<file path="src/rtl/tinyml_pkg.sv">
// Shared types and defaults for the tinyml weight-streaming blocks.
package tinyml_pkg;

  localparam int DEFAULT_ADDR_WIDTH = 12;

  typedef enum logic [1:0] {
    IDLE,
    FETCH,
    DRAIN,
    DONE
  } fetch_state_t;

endpackage

</file>
<file path="src/rtl/weight_skid_fifo.sv">
// Two-entry FIFO carrying a weight plus its end-of-burst flag.
module weight_skid_fifo #(
  parameter int W = 8
) (
  input  logic         clk,
  input  logic         reset,
  input  logic         push,
  input  logic [W-1:0] push_data,
  input  logic         push_last,
  input  logic         pop,
  output logic [W-1:0] head_data,
  output logic         head_last,
  output logic         not_empty,
  output logic [1:0]   count
);

  logic [1:0][W-1:0] mem;
  logic [1:0]        last_q;
  logic              rd_ptr, wr_ptr;
  logic              do_push, do_pop;

  assign do_pop    = pop && (count != 2'd0);
  // A push into a full FIFO is only legal when the head leaves in the same cycle.
  assign do_push   = push && ((count != 2'd2) || do_pop);
  assign head_data = mem[rd_ptr];
  assign head_last = last_q[rd_ptr];
  assign not_empty = (count != 2'd0);

  always_ff @(posedge clk or posedge reset) begin
    if (reset) begin
      mem    <= '0;
      last_q <= '0;
      rd_ptr <= 1'b0;
      wr_ptr <= 1'b0;
      count  <= 2'd0;
    end else begin
      if (do_push) begin
        mem[wr_ptr]    <= push_data;
        last_q[wr_ptr] <= push_last;
        wr_ptr         <= ~wr_ptr;
      end
      if (do_pop)
        rd_ptr <= ~rd_ptr;
      count <= count + {1'b0, do_push} - {1'b0, do_pop};
    end
  end

endmodule

</file>
<file path="src/rtl/weight_fetch_ctrl.sv">
// Streams a burst of weights from the layer ROM through a 2-entry FIFO to a valid/ready consumer.
// Optional WEIGHT_FETCH_PERF_EN adds a saturating stall_cycles counter.
module weight_fetch_ctrl
  import tinyml_pkg::*;
#(
  parameter int NUM_LAYERS   = 4,
  parameter int WEIGHT_WIDTH = 8,
  parameter int ADDR_WIDTH   = DEFAULT_ADDR_WIDTH,
  localparam int LW = (NUM_LAYERS > 1) ? $clog2(NUM_LAYERS) : 1
) (
  input  logic                    clk,
  input  logic                    reset,
  input  logic                    start,
  input  logic [LW-1:0]           start_layer,
  input  logic [ADDR_WIDTH-1:0]   start_addr,
  input  logic [ADDR_WIDTH-1:0]   start_len,
  output logic [LW-1:0]           rom_layer_sel,
  output logic [ADDR_WIDTH-1:0]   rom_addr,
  input  logic [WEIGHT_WIDTH-1:0] rom_data,
  output logic [WEIGHT_WIDTH-1:0] w_data,
  output logic                    w_valid,
  input  logic                    w_ready,
  output logic                    w_last,
  output logic                    busy,
  output logic                    done
`ifdef WEIGHT_FETCH_PERF_EN
  ,
  output logic [31:0]             stall_cycles
`endif
);

  localparam logic [ADDR_WIDTH-1:0] ONE = ADDR_WIDTH'(1);

  fetch_state_t          state;
  logic [ADDR_WIDTH-1:0] remaining;
  logic                  inflight, inflight_last;
  logic [1:0]            fifo_count;
  logic                  fifo_ne, head_last;
  logic                  pop, issue;
  logic [2:0]            occ;

  assign pop   = fifo_ne && w_ready;
  // Occupancy once this cycle's pop leaves: FIFO entries plus the read still in flight.
  assign occ   = {1'b0, fifo_count} + {2'b00, inflight} - {2'b00, pop};
  assign issue = (state == FETCH) && (remaining != '0) && (occ < 3'd2);

  assign w_valid = fifo_ne;
  assign w_last  = fifo_ne && head_last;

  // The accepting edge already presents start_addr, so the first read is issued there.
  always_ff @(posedge clk or posedge reset) begin
    if (reset) begin
      state         <= IDLE;
      busy          <= 1'b0;
      done          <= 1'b0;
      rom_addr      <= '0;
      rom_layer_sel <= '0;
      remaining     <= '0;
      inflight      <= 1'b0;
      inflight_last <= 1'b0;
    end else begin
      inflight <= 1'b0;
      case (state)
        IDLE: if (start) begin
          rom_layer_sel <= start_layer;
          busy          <= 1'b1;
          if (start_len == '0) begin
            state <= DONE;
            done  <= 1'b1;
          end else begin
            state         <= FETCH;
            rom_addr      <= start_addr;
            remaining     <= start_len - ONE;
            inflight      <= 1'b1;
            inflight_last <= (start_len == ONE);
          end
        end
        FETCH: begin
          if (remaining == '0)
            state <= DRAIN;
          else if (issue) begin
            rom_addr      <= rom_addr + ONE;
            remaining     <= remaining - ONE;
            inflight      <= 1'b1;
            inflight_last <= (remaining == ONE);
            if (remaining == ONE)
              state <= DRAIN;
          end
        end
        DRAIN: if (pop && head_last) begin
          state <= DONE;
          done  <= 1'b1;
        end
        DONE: begin
          state <= IDLE;
          busy  <= 1'b0;
          done  <= 1'b0;
        end
        default: state <= IDLE;
      endcase
    end
  end

  weight_skid_fifo #(.W(WEIGHT_WIDTH)) u_fifo (
    .clk       (clk),
    .reset     (reset),
    .push      (inflight),
    .push_data (rom_data),
    .push_last (inflight_last),
    .pop       (pop),
    .head_data (w_data),
    .head_last (head_last),
    .not_empty (fifo_ne),
    .count     (fifo_count)
  );

`ifdef WEIGHT_FETCH_PERF_EN
  always_ff @(posedge clk or posedge reset) begin
    if (reset)
      stall_cycles <= '0;
    else if (state == IDLE && start)
      stall_cycles <= '0;
    else if (w_valid && !w_ready && stall_cycles != '1)
      stall_cycles <= stall_cycles + 32'd1;
  end
`endif

endmodule

</file>
<file path="config.mk">
export PLATFORM = sky130hd
export DESIGN_NAME = weight_fetch_ctrl
export DESIGN_NICKNAME = d
export VERILOG_FILES = /design/src/rtl/tinyml_pkg.sv /design/src/rtl/weight_skid_fifo.sv /design/src/rtl/weight_fetch_ctrl.sv
export SDC_FILE = /design/constraint.sdc
export NUM_CORES = 1
export LEC_CHECK = 0
export BUFFER_PORTS_ARGS = -buffer_cell sky130_fd_sc_hd__buf_2
export CORE_UTILIZATION = 55
export CTS_CLUSTER_DIAMETER = 80
export DETAILED_ROUTE_END_ITERATION = 8
export MAX_ROUTING_LAYER = met4
export PLACE_DENSITY = 0.86
export REMOVE_ABC_BUFFERS = 1
export SLEW_MARGIN = 20
export SYNTH_ARGS = -nofsm -noshare
export SYNTH_HDL_FRONTEND = slang
export SYNTH_SLANG_ARGS = --single-unit
</file>
<file path="constraint.sdc">
create_clock -name clk -period 3.1 [get_ports clk]
set_input_delay 0.62 -clock clk [delete_from_list [all_inputs] [get_ports clk]]
set_output_delay 0.62 -clock clk [all_outputs]
set_load 0.03 [all_outputs]
</file>
==> flow_summary.json <==
{
  "status": "finished, final reports clean",
  "finalNetCount": 446,
  "arrival_ns": 3.07,
  "grt_start_max_net_pins": 36,
  "p_leak_nw": 1.676,
  "slew_headroom_pct": 47.38,
  "ys_types": 52,
  "ant_nets": 0,
  "wl_per_cell_microns": 15.04,
  "path_cells": "o21ai_0 > inv_1 > ha_1 > inv_1 > nand2_1 > fa_1 > xnor2_1 > and2_1 > a21bo_2 > o41ai_1 > a32oi_2",
  "slew_viol_final": 0,
  "finalCritPeriodShare_pct": 93.49,
  "grt_pass1_wl_microns": 11670,
  "synth_edf_count": 0,
  "grt_setup_unrepaired": "false",
  "crit_slowest_cell": "dfrtp_1",
  "diodes": 0,
  "place_hpwl_microns": 5207,
  "clk_pin_slew_worst_paths_ns": 0.10,
  "yosysSeqAreaShare_pct": 41.81,
  "cts_hold_buf": 0,
  "globalRouteOverflowTotal": 0,
  "fmax_mhz": 345.0,
  "ys_warn_count": 0,
  "r2r_cells": 11,
  "wirelength_met1_microns": 3141,
  "coreArea_sq_mm": 0.005574,
  "drt-initial-drc-count": 173,
  "wl_microns": 7007,
  "synth_common_cells": "54 x dfrtp_1, 31 x nand2_1, 29 x mux2_2, 25 x a21oi_1, 22 x o21ai_0",
  "ys.flop_type": "dfrtp_1",
  "cts-htree-levels": 2,
  "grtUsageTotal_pct": 24.49,
  "die_w_microns": 78.66,
  "cts_tree": "done",
  "rr_startpoint": "u_fifo.count[1]",
  "finClkSkew_ns": 0.005981,
  "cts_sinks": 54,
  "tns_ns": 0,
  "synth_top_area_share_pct": 41.81,
  "worst_path_largest_cell_delay_ns": 0.45,
  "finalHoldViolCount": 0,
  "setup_violations": 0,
  "crit_type": "register to register",
  "max-vdd-ir-drop_mv": 0.5765,
  "yosysTopAreaCell": "dfrtp_1",
  "worstMarginPinSlew_ns": 0.7865,
  "start_util_pct": 57.98,
  "drive_gt1_share_pct": 29.44,
  "cts_resized": 0,
  "synth_area_sq_mm": 0.003232,
  "die-area_sq_mm": 0.006187,
  "r2r_slack_ns": 0.20,
  "cpMostUsedCell": "inv_1",
  "topRoutingLayerUsed": "met4",
  "pin_count": 64,
  "finalCriticalPeriod_ns": 2.898,
  "worstHoldPathType": "input pin to asynchronous set/reset pin",
  "holdWs_ns": 0.3052,
  "dr.pass1.iters": 4,
  "syn-mean-instance-area_sq_um": 9.823,
  "powerDensity_mw_per_mm2": 1172,
  "r2r-end": "remaining[3]",
  "syn_inst": 329,
  "grt_pass1_vias": 2545,
  "crit_fanout": 4,
  "wl_met3_microns": 358,
  "synth_most_common_cell": "dfrtp_1",
  "root_buffer": "clkbuf_8",
  "cts_buffer_depth": 2,
  "rows": 27,
  "maxCapViolCount": 0,
  "drc": 0,
  "place_congestion": 0.9165,
  "portBuffers": 63,
  "via_per_inst": 5.848,
  "antenna_found_initial": 0,
  "utilization_pct": 66.89,
  "start_kind": "register",
  "cp.required_ns": 3.27,
  "via_count": 2725,
  "clock_latency_ns": 0.31,
  "die_y_microns": 78.66,
  "cts_buffers": 5,
  "synth_area_leaders": "dfrtp_1 42%, mux2_2 10%, ha_1 5.4%",
  "area_growth_pct": 15.37,
  "cts_setup_buffers": 0,
  "wl_met2_microns": 3436,
  "ys_ff_latch": 54,
  "end_kind": "register",
  "async_flop_share_pct": 100.0
}
[cell usage in the layout (no fill, tap or decap), types with 2 or more instances in the layout]
cell type   n
or2_2       3
inv_1      17
o22ai_1     8
buf_4       8
nand3_1    14
nor4b_1     2
a2bb2oi_1   4
a21o_1      2
o41ai_1     3
or4_1       2
o21ai_0    22
o31ai_1     6
xor2_1      3
mux2_2     29
nand2b_1    5
or3_1       5
clkbuf_8    5
a22o_1      2
mux2i_1     5
and3_1      2
nand2_1    31
nor4_1      7
o21ai_1     2
nand4_1     3
ha_1       14
a21oi_1    25
nor3_1      4
dfrtp_1    54
buf_2      63
nor2_1     10
xnor2_1    10
[power by group]
| group | total [mW] | internal [mW] | switching [mW] |
|---|---|---|---|
| Clock | 0.477 | 0.242 | 0.235 |
| Sequential | 1.40 | 1.07 | 0.327 |
| Combinational | 2.49 | 1.01 | 1.49 |
| Total | 4.37 | 2.32 | 2.05 |
[final cells by class]
cell class,count,area (sq um)
clock inverters,3,43.79
well taps,72,90.09
multi-input cells,243,1732
inverters,18,67.56
fillers,444,1846
repair buffers,71,375.4
clock buffers,5,68.82
flip-flops and latches,54,1351
[metal layers]
layer / global-route usage, % / up-vias
met5: - / -
met4: 5.926 / 0
met3: 4.535 / 9
met2: 41.13 / 85
met1: 30.49 / 1302
li1: - / 1329
[logic make-up (layout without fill, tap and decap cells)]
group / count (synthesis) / in the layout / synth area share (%)
AOI/OAI and AO/OA: 88 / 88 / 17.65
xor gates and xnor gates: 13 / 13 / 3.523
adders and majority gates: 15 / 15 / 6.040
buffers and inverters: 32 / 97 / 4.607
DFF: 54 / 54 / 41.81
muxes: 34 / 34 / 11.65
and+or+nand+nor: 93 / 93 / 14.71
[registers in the layout, indices dropped and copies added, names as in the netlist]
name           cells
u_fifo.count       2
rom_addr          12
u_fifo.wr_ptr      1
done               1
inflight_last      1
u_fifo.last_q      2
state              2
rom_layer_sel      2
busy               1
u_fifo.rd_ptr      1
inflight           1
remaining         12
u_fifo.mem        16
[worst max-delay path: cells and delay by family (launching register included)]
family,cells,cell delay (ns)
buffers and inverters,2,0.16
xor gates and xnor gates,1,0.16
AOI/OAI and AO/OA,4,1.04
adders and majority gates,2,0.64
and+or+nand+nor,2,0.31
DFF,1,0.45
[per-stage QoR]
stage | instance area (sq um) | power [mW] | std cells | worst slack (ns)
2_1_floorplan | 3151 | 3.209 | 315 | 0.02635
3_3_place_gp | 3616 | 3.776 | 458 | 0.2101
3_5_place_dp | 3616 | 3.889 | 458 | 0.1297
4_1_cts | 3729 | 4.378 | 466 | 0.2247
5_1_grt | 3729 | 4.699 | 466 | 0.009026
6_report | 3729 | 4.371 | 466 | 0.2018
[how the worst max path moves through the flow]
stage          cells after the start             from  slack [ns]       endpoint
2_1_floorplan                      7         state[1]        0.03  remaining[11]
3_3_place_gp                      12          w_ready        0.21   remaining[3]
3_5_place_dp                      12          w_ready        0.13   remaining[3]
4_1_cts                           11  u_fifo.count[1]        0.22   remaining[3]
5_1_grt                           12  u_fifo.count[1]       0.009    rom_addr[2]
6_report                          11  u_fifo.count[1]        0.20   remaining[3]
(Power assumes the default switching activity.)
